**src/rtl/cpu_pkg.sv**
```systemverilog
// Shared definitions for the ALU op sequencer: FSM states, instruction layout
// and ALU opcodes so issuers can encode instructions symbolically.
package cpu_pkg;

  typedef enum logic [1:0] {
    IDLE = 2'd0,
    EXEC = 2'd1,
    WB   = 2'd2,
    RESP = 2'd3
  } state_t;

  localparam int INSTR_W   = 17;
  localparam int NO_WB_BIT = 16;
  localparam int OP_MSB    = 15;
  localparam int OP_LSB    = 12;
  localparam int RD_MSB    = 11;
  localparam int RD_LSB    = 8;
  localparam int RS1_MSB   = 7;
  localparam int RS1_LSB   = 4;
  localparam int RS2_MSB   = 3;
  localparam int RS2_LSB   = 0;

  localparam logic [3:0] ALU_ADD = 4'd0;
  localparam logic [3:0] ALU_SUB = 4'd1;
  localparam logic [3:0] ALU_AND = 4'd2;
  localparam logic [3:0] ALU_OR  = 4'd3;
  localparam logic [3:0] ALU_XOR = 4'd4;
  localparam logic [3:0] ALU_SLT = 4'd5;

  function automatic logic [INSTR_W-1:0] enc_instr(input logic [3:0] op,
                                                   input logic [3:0] rd,
                                                   input logic [3:0] rs1,
                                                   input logic [3:0] rs2,
                                                   input logic       no_wb);
    return {no_wb, op, rd, rs1, rs2};
  endfunction

endpackage

```
**src/rtl/alu_op_sequencer.sv**
```systemverilog
// Multi-cycle sequencer: accepts one ALU instruction, drives the register-file/ALU
// datapath, optionally writes back, then hands the result to the issuer.
//
// state | meaning
// IDLE  | ready for an instruction
// EXEC  | read ports and ALU control driven, result captured at end of cycle
// WB    | one-cycle register write-back of the captured result
// RESP  | result offered to the issuer until out_ready
module alu_op_sequencer
  import cpu_pkg::*;
#(
  parameter int DATA_W = 32,
  parameter int REG_AW = 4,
  parameter int OP_W   = 4,
  parameter int CNT_W  = 16
) (
  input  logic                      clk,
  input  logic                      reset,
  input  logic                      in_valid,
  output logic                      in_ready,
  input  logic [OP_W+3*REG_AW:0]    in_instr,
  output logic [OP_W-1:0]           alu_control,
  output logic [REG_AW-1:0]         read_reg1,
  output logic [REG_AW-1:0]         read_reg2,
  output logic [REG_AW-1:0]         write_reg,
  output logic [DATA_W-1:0]         write_data,
  output logic                      write_enable,
  input  logic [DATA_W-1:0]         alu_result,
  input  logic                      alu_zero,
  output logic                      out_valid,
  input  logic                      out_ready,
  output logic [DATA_W-1:0]         out_result,
  output logic                      out_zero,
  output logic [CNT_W-1:0]          retired
);

  localparam int NB = OP_W + 3*REG_AW;

  state_t              state_q, state_d;
  logic                no_wb_q;
  logic [OP_W-1:0]     op_q;
  logic [REG_AW-1:0]   rd_q, rs1_q, rs2_q;
  logic [DATA_W-1:0]   result_q;
  logic                zero_q;
  logic [CNT_W-1:0]    retired_q;
  logic                accept, resp_done;

  assign accept    = in_valid && in_ready;
  assign resp_done = out_valid && out_ready;

  always_ff @(posedge clk) begin
    if (reset) state_q <= IDLE;
    else       state_q <= state_d;
  end

  always_comb begin
    state_d = state_q;
    case (state_q)
      IDLE: if (accept) state_d = EXEC;
      EXEC: state_d = no_wb_q ? RESP : WB;
      WB:   state_d = RESP;
      RESP: if (out_ready) state_d = IDLE;
      default: state_d = IDLE;
    endcase
  end

  always_ff @(posedge clk) begin
    if (reset) begin
      no_wb_q   <= 1'b0;
      op_q      <= '0;
      rd_q      <= '0;
      rs1_q     <= '0;
      rs2_q     <= '0;
      result_q  <= '0;
      zero_q    <= 1'b0;
      retired_q <= '0;
    end else begin
      if (accept) begin
        no_wb_q <= in_instr[NB];
        op_q    <= in_instr[NB-1:3*REG_AW];
        rd_q    <= in_instr[3*REG_AW-1:2*REG_AW];
        rs1_q   <= in_instr[2*REG_AW-1:REG_AW];
        rs2_q   <= in_instr[REG_AW-1:0];
      end
      if (state_q == EXEC) begin
        result_q <= alu_result;
        zero_q   <= alu_zero;
      end
      if (resp_done) retired_q <= retired_q + CNT_W'(1);
    end
  end

  // Gating with reset keeps the register file from committing a write-back
  // on the very edge where reset aborts the operation.
  assign write_enable = (state_q == WB) && !reset;
  assign in_ready     = (state_q == IDLE) && !reset;
  assign out_valid    = (state_q == RESP);

  assign alu_control = op_q;
  assign read_reg1   = rs1_q;
  assign read_reg2   = rs2_q;
  assign write_reg   = rd_q;
  assign write_data  = result_q;
  assign out_result  = result_q;
  assign out_zero    = zero_q;
  assign retired     = retired_q;

endmodule

```
**config.mk**
```make
export PLATFORM = sky130hd
export DESIGN_NAME = alu_op_sequencer
export DESIGN_NICKNAME = d
export VERILOG_FILES = /design/src/rtl/cpu_pkg.sv /design/src/rtl/alu_op_sequencer.sv
export SDC_FILE = /design/constraint.sdc
export NUM_CORES = 1
export LEC_CHECK = 0
export ABC_CLOCK_PERIOD_IN_PS = 3600
export BUFFER_PORTS_ARGS = -buffer_cell sky130_fd_sc_hd__buf_4
export CORE_ASPECT_RATIO = 0.9
export CORE_MARGIN = 3
export CORE_UTILIZATION = 48
export DETAILED_ROUTE_END_ITERATION = 7
export GPL_ROUTABILITY_DRIVEN = 0
export PLACE_DENSITY = 0.92
export REMOVE_ABC_BUFFERS = 1
export SKIP_LAST_GASP = 1
export SLEW_MARGIN = 10
export SYNTH_ARGS = -nofsm -noshare
export SYNTH_HDL_FRONTEND = slang
export SYNTH_SLANG_ARGS = --single-unit
```
**constraint.sdc**
```tcl
create_clock -name clk -period 3.6 [get_ports clk]
set_input_delay 0.54 -clock clk [delete_from_list [all_inputs] [get_ports clk]]
set_output_delay 0.54 -clock clk [all_outputs]
set_load 0.01 [all_outputs]
```
After elaboration in Yosys (flattened, before gate mapping)
Index checks and enable logic that the tools add are counted.
{ "word_totals": {"ff_bits": 68, "inputBits": 54, "out_inout_bits": 100, "word_cells": 26} }
{ "classes": {"n_addsub": 1, "eq_ne": 5, "muxes": 4, "n_reduce_logical": 7} }
{ "op_table": {"columns": ["cell", "n"], "rows": [
  ["16-bit by 1-bit adder with 16-bit output, second input constant", 1],
  ["2-bit one-hot mux with 4 select lines", 1],
  ["2-bit == test, second input constant", 2],
  ["1-bit logical AND", 4],
  ["2-bit two-way mux", 2],
  ["2-bit by 1-bit == test with 1-bit output, second input constant", 1],
  ["2-bit logical NOT", 1],
  ["2-bit by 1-bit inequality test with 1-bit output, second input constant", 1],
  ["2-bit inequality test, second input constant", 1],
  ["2-bit AND reduction", 1],
  ["1-bit logical NOT", 1],
  ["1-bit two-way mux", 1]
]} }

Longest topological paths before layout
{ "logic_depth": {"ltp_word": 5, "depth_mapped": 8, "depth_no_buf": 6} }

Worst setup path after synthesis
OpenSTA, ideal clock, no wires.
{ "synth_path": {"path_type": "reg2reg", "startpoint": "register state_q[0]", "endpoint": "register op_q[0] (netlist: alu_control[0])", "setup_ns": 0.131, "t_arrival_ns": 1.527, "required_time_ns": 3.469, "slack_ns": 1.942, "stages_incl_launch_ff": 8, "n_path_buf": 2, "synth_period_minus_slack_ns": 1.658, "path_cell_list": "dfxtp_1 inv_1 ha_1 nor2b_1 and2_1 clkbuf_1 clkbuf_1 o21ai_0"} }
{ "synth_via": {"elab_chain_len": 3} }
{ "synth_rtl": {"columns": ["item", "line_no", "source"], "rows": [
  ["from (decl)", "alu_op_sequencer.sv:39", "state_t state_q, state_d;"],
  ["from (signal assigned)", "alu_op_sequencer.sv:53", "else state_q <= state_d;"],
  ["2-bit logical NOT", "alu_op_sequencer.sv:96", "assign in_ready = (state_q == IDLE) && !reset;"],
  ["1-bit logical AND", "alu_op_sequencer.sv:96", null],
  ["named net in_ready", "alu_op_sequencer.sv:20", "output logic in_ready,"],
  ["1-bit logical AND", "alu_op_sequencer.sv:48", "assign accept = in_valid && in_ready;"],
  ["to (signal assigned)", "alu_op_sequencer.sv:80", "op_q <= in_instr[NB-1:3*REG_AW];"],
  ["to (decl)", "alu_op_sequencer.sv:41", "logic [OP_W-1:0] op_q;"]
]} }
The timed path passes the listed nets, and every way through them passes these cells.
A chain may end at the register's enable or synchronous reset.

Worst setup path after layout
{ "layout_path": {"startpoint": "register state_q[0]", "endpoint": "register rs1_q[1] (netlist: read_reg1[1])"} }
{ "layout_via": {"elab_chain_len": 3} }
{ "layout_rtl": {"columns": ["item", "line_no", "source"], "rows": [
  ["2-bit logical NOT", "alu_op_sequencer.sv:96", null],
  ["1-bit logical AND", "alu_op_sequencer.sv:96", null],
  ["1-bit logical AND", "alu_op_sequencer.sv:48", null],
  ["to (signal assigned)", "alu_op_sequencer.sv:82", "rs1_q <= in_instr[2*REG_AW-1:REG_AW];"],
  ["to (decl)", "alu_op_sequencer.sv:42", "logic [REG_AW-1:0] rd_q, rs1_q, rs2_q;"]
]} }
No other way between the ends.

==> flow_summary.json <==
{
  "finalCritPeriodShare_pct": 53.5,
  "gr-total-overflow": 0,
  "largest_reg_flops": 32,
  "first_iter_violations": 70,
  "fin_nets": 490,
  "synth.top_cell.area_share_pct": 46.9,
  "pin_count": 154,
  "cts_sinks": 68,
  "gr-usage-all-layers_pct": 19.3,
  "insertion_delay_ns": 0.32,
  "slew-limit-headroom_pct": 28.3,
  "endpoint": "read_reg1[1]",
  "reg2reg_depth": 5,
  "syn_inst": 314,
  "maxCapViolCount": 0,
  "clk_pin_slew_ns": 0.07,
  "grt_max_degree": 72,
  "startpoint_type": "register",
  "place.detailed.hpwl_um": 4920,
  "drive_gt1_share_pct": 39.1,
  "min_path_type": "input port to register",
  "rr_endpoint": "read_reg1[1]",
  "fin_crit_ns": 1.93,
  "slew_viol_final": 0,
  "diodes": 0,
  "die_x_um": 87.9,
  "cts-buffers-inserted": 9,
  "io_buffers": 153,
  "postSynth.asyncResetShare_pct": 0,
  "seq_area_frac_synth_pct": 46.9,
  "synth_flop_cell": "dfxtp_1",
  "fin_area_sq_um": 4060,
  "yosys-top-cells-area": "dfxtp_1, mux2i_1, buf_4, nor2_1, nand2b_1",
  "synth-seq-cells": 68,
  "fin_worst_skew_ns": 0.00556,
  "syn_area_per_cell_sq_um": 9.24,
  "status": "completed",
  "rsz0062_at_grt": "false",
  "vias_per_cell": 4.83,
  "multi_input_area_sq_um": 1200,
  "core_area_sq_um": 5760,
  "path_class": "register to register",
  "grt_pass1_wl_um": 10600,
  "fill_cells": 451,
  "crit_start": "state_q[0]",
  "placed_area_sq_um": 3820,
  "clockBufferDepth": 2,
  "synth_edf_count": 0,
  "cts.repair.resized": 0,
  "synth_area_sq_um": 2900,
  "setup-tns-final_ns": 0,
  "post_cts_buffers": 0,
  "p_leak_nw": 1.84,
  "antenna_left": 0,
  "yosys.cell_types.count": 26,
  "final-seq-area_sq_um": 1360,
  "root_buffer": "clkbuf_8",
  "area_delta_synth_final_pct": 39.9,
  "critPathArrivalTime_ns": 2.10,
  "hold_depth": 3,
  "initial_core_util_pct": 50.4,
  "wl_um": 6710,
  "worstPathMaxFanout": 34,
  "yosysWarnings": 0,
  "grt_pass1_vias": 2356,
  "cts_tree": "done",
  "route.detailed.drc": 0,
  "r2r_start": "state_q[0]",
  "firstDrtPassIters": 4,
  "detail_route.wl_per_cell_um": 13.3,
  "cp_data_required_time_ns": 3.77,
  "final_cell_mix": "buf_4, dfxtp_1, nor2_1",
  "p_per_area_nw_per_um2": 645,
  "worstMarginPinSlew_ns": 1.08,
  "whs_ns": 0.408,
  "fp.dieH_um": 79.7,
  "fmax_mhz": 519,
  "cts_hold_buf": 0,
  "hold_viol_final": 0,
  "antenna_found_initial": 0,
  "die-area_sq_um": 7010,
  "reg2reg_slack_ns": 1.67,
  "fin_util_pct": 70.4,
  "end_kind": "register",
  "setup_viol": 0,
  "yosysTopAreaCell": "dfxtp_1",
  "rows": 26,
  "final_common_cell": "buf_4",
  "vias": 2440,
  "ir_drop_uv": 349,
  "fin_total_pwr_mw": 2.62,
  "h-tree-depth": 3
}
==> report_power, final <==
group / leakage [nW] / internal, mW / switching, mW
clock network: 0.116 / 0.447 / 0.265
registers: 0.555 / 0.889 / 0.101
logic: 1.17 / 0.482 / 0.431
==> layer usage <==
layer | track usage [%] | wire, um | vias up
met5 | 0 | 0 | -
met4 | 5.06 | 37 | 0
met3 | 7.64 | 576 | 4
met2 | 34.0 | 3390 | 91
met1 | 21.4 | 2700 | 1109
li1 | - | - | 1236
==> cell families (layout without fill, tap and decap cells) <==
group	Yosys count	count (layout)	share of synthesized area (%)
AND/OR/NAND/NOR	113	113	18.4
flip-flops	68	68	46.9
buffers and inverters	53	174	11.6
multiplexers	34	34	11.7
AO/OA/AOI/OAI	28	28	5.05
XOR/XNOR	12	12	3.62
adder cells (fa/ha/maj)	6	6	2.59
==> cell usage after synthesis (2+ instances only) <==
library cell  count
buf_6             2
xnor2_1           8
o21ai_0          21
clkbuf_1         11
a21oi_1           5
buf_2             3
nor2_1           46
ha_1              6
mux2i_1          34
nand3_1           4
nor4_1            5
xor2_1            4
nor2b_1           3
nand2_1          23
inv_1             5
dfxtp_1          68
buf_4            32
nor3_1            3
nand4_1           4
or3_1             4
nand2b_1         18
==> worst min path at each step <==
| stage | startpoint | endpoint | slack [ns] |
|---|---|---|---|
| after CTS | in_instr[14] | alu_control[2] | 0.39 |
| after global routing | in_instr[11] | write_reg[3] | 0.39 |
| final | in_instr[15] | alu_control[3] | 0.41 |
| after global placement | read_reg2[2] | read_reg2[2] | 0.46 |
| after detailed placement | read_reg1[2] | read_reg1[2] | 0.47 |
| after floorplan | no_wb_q | no_wb_q | 0.45 |
==> critical path, stage by stage, from the launching register on <==
cell and delay, ns:
dfxtp_1 0.33, inv_1 0.14, ha_1 0.18, nor2b_1 0.16, and2_1 0.76, o21ai_0 0.21
==> area by class of cell <==
cell class / instances / share of cell area, %
clock inverter: 3 / 1.67
inverter: 5 / 0.463
tap: 70 / 2.16
sequential: 68 / 33.6
timing repair buffer: 153 / 28.3
clock buffer: 13 / 4.16
multi-input combinational: 193 / 29.7
==> through the flow <==
step                setup WS (ns)  std cells
floorplan                    1.47        266
global placement             1.50        489
detailed placement           1.40        489
CTS                          1.66        505
global route                 1.40        505
finish                       1.67        505
Note: power is estimated with default switching activity, not from simulation.
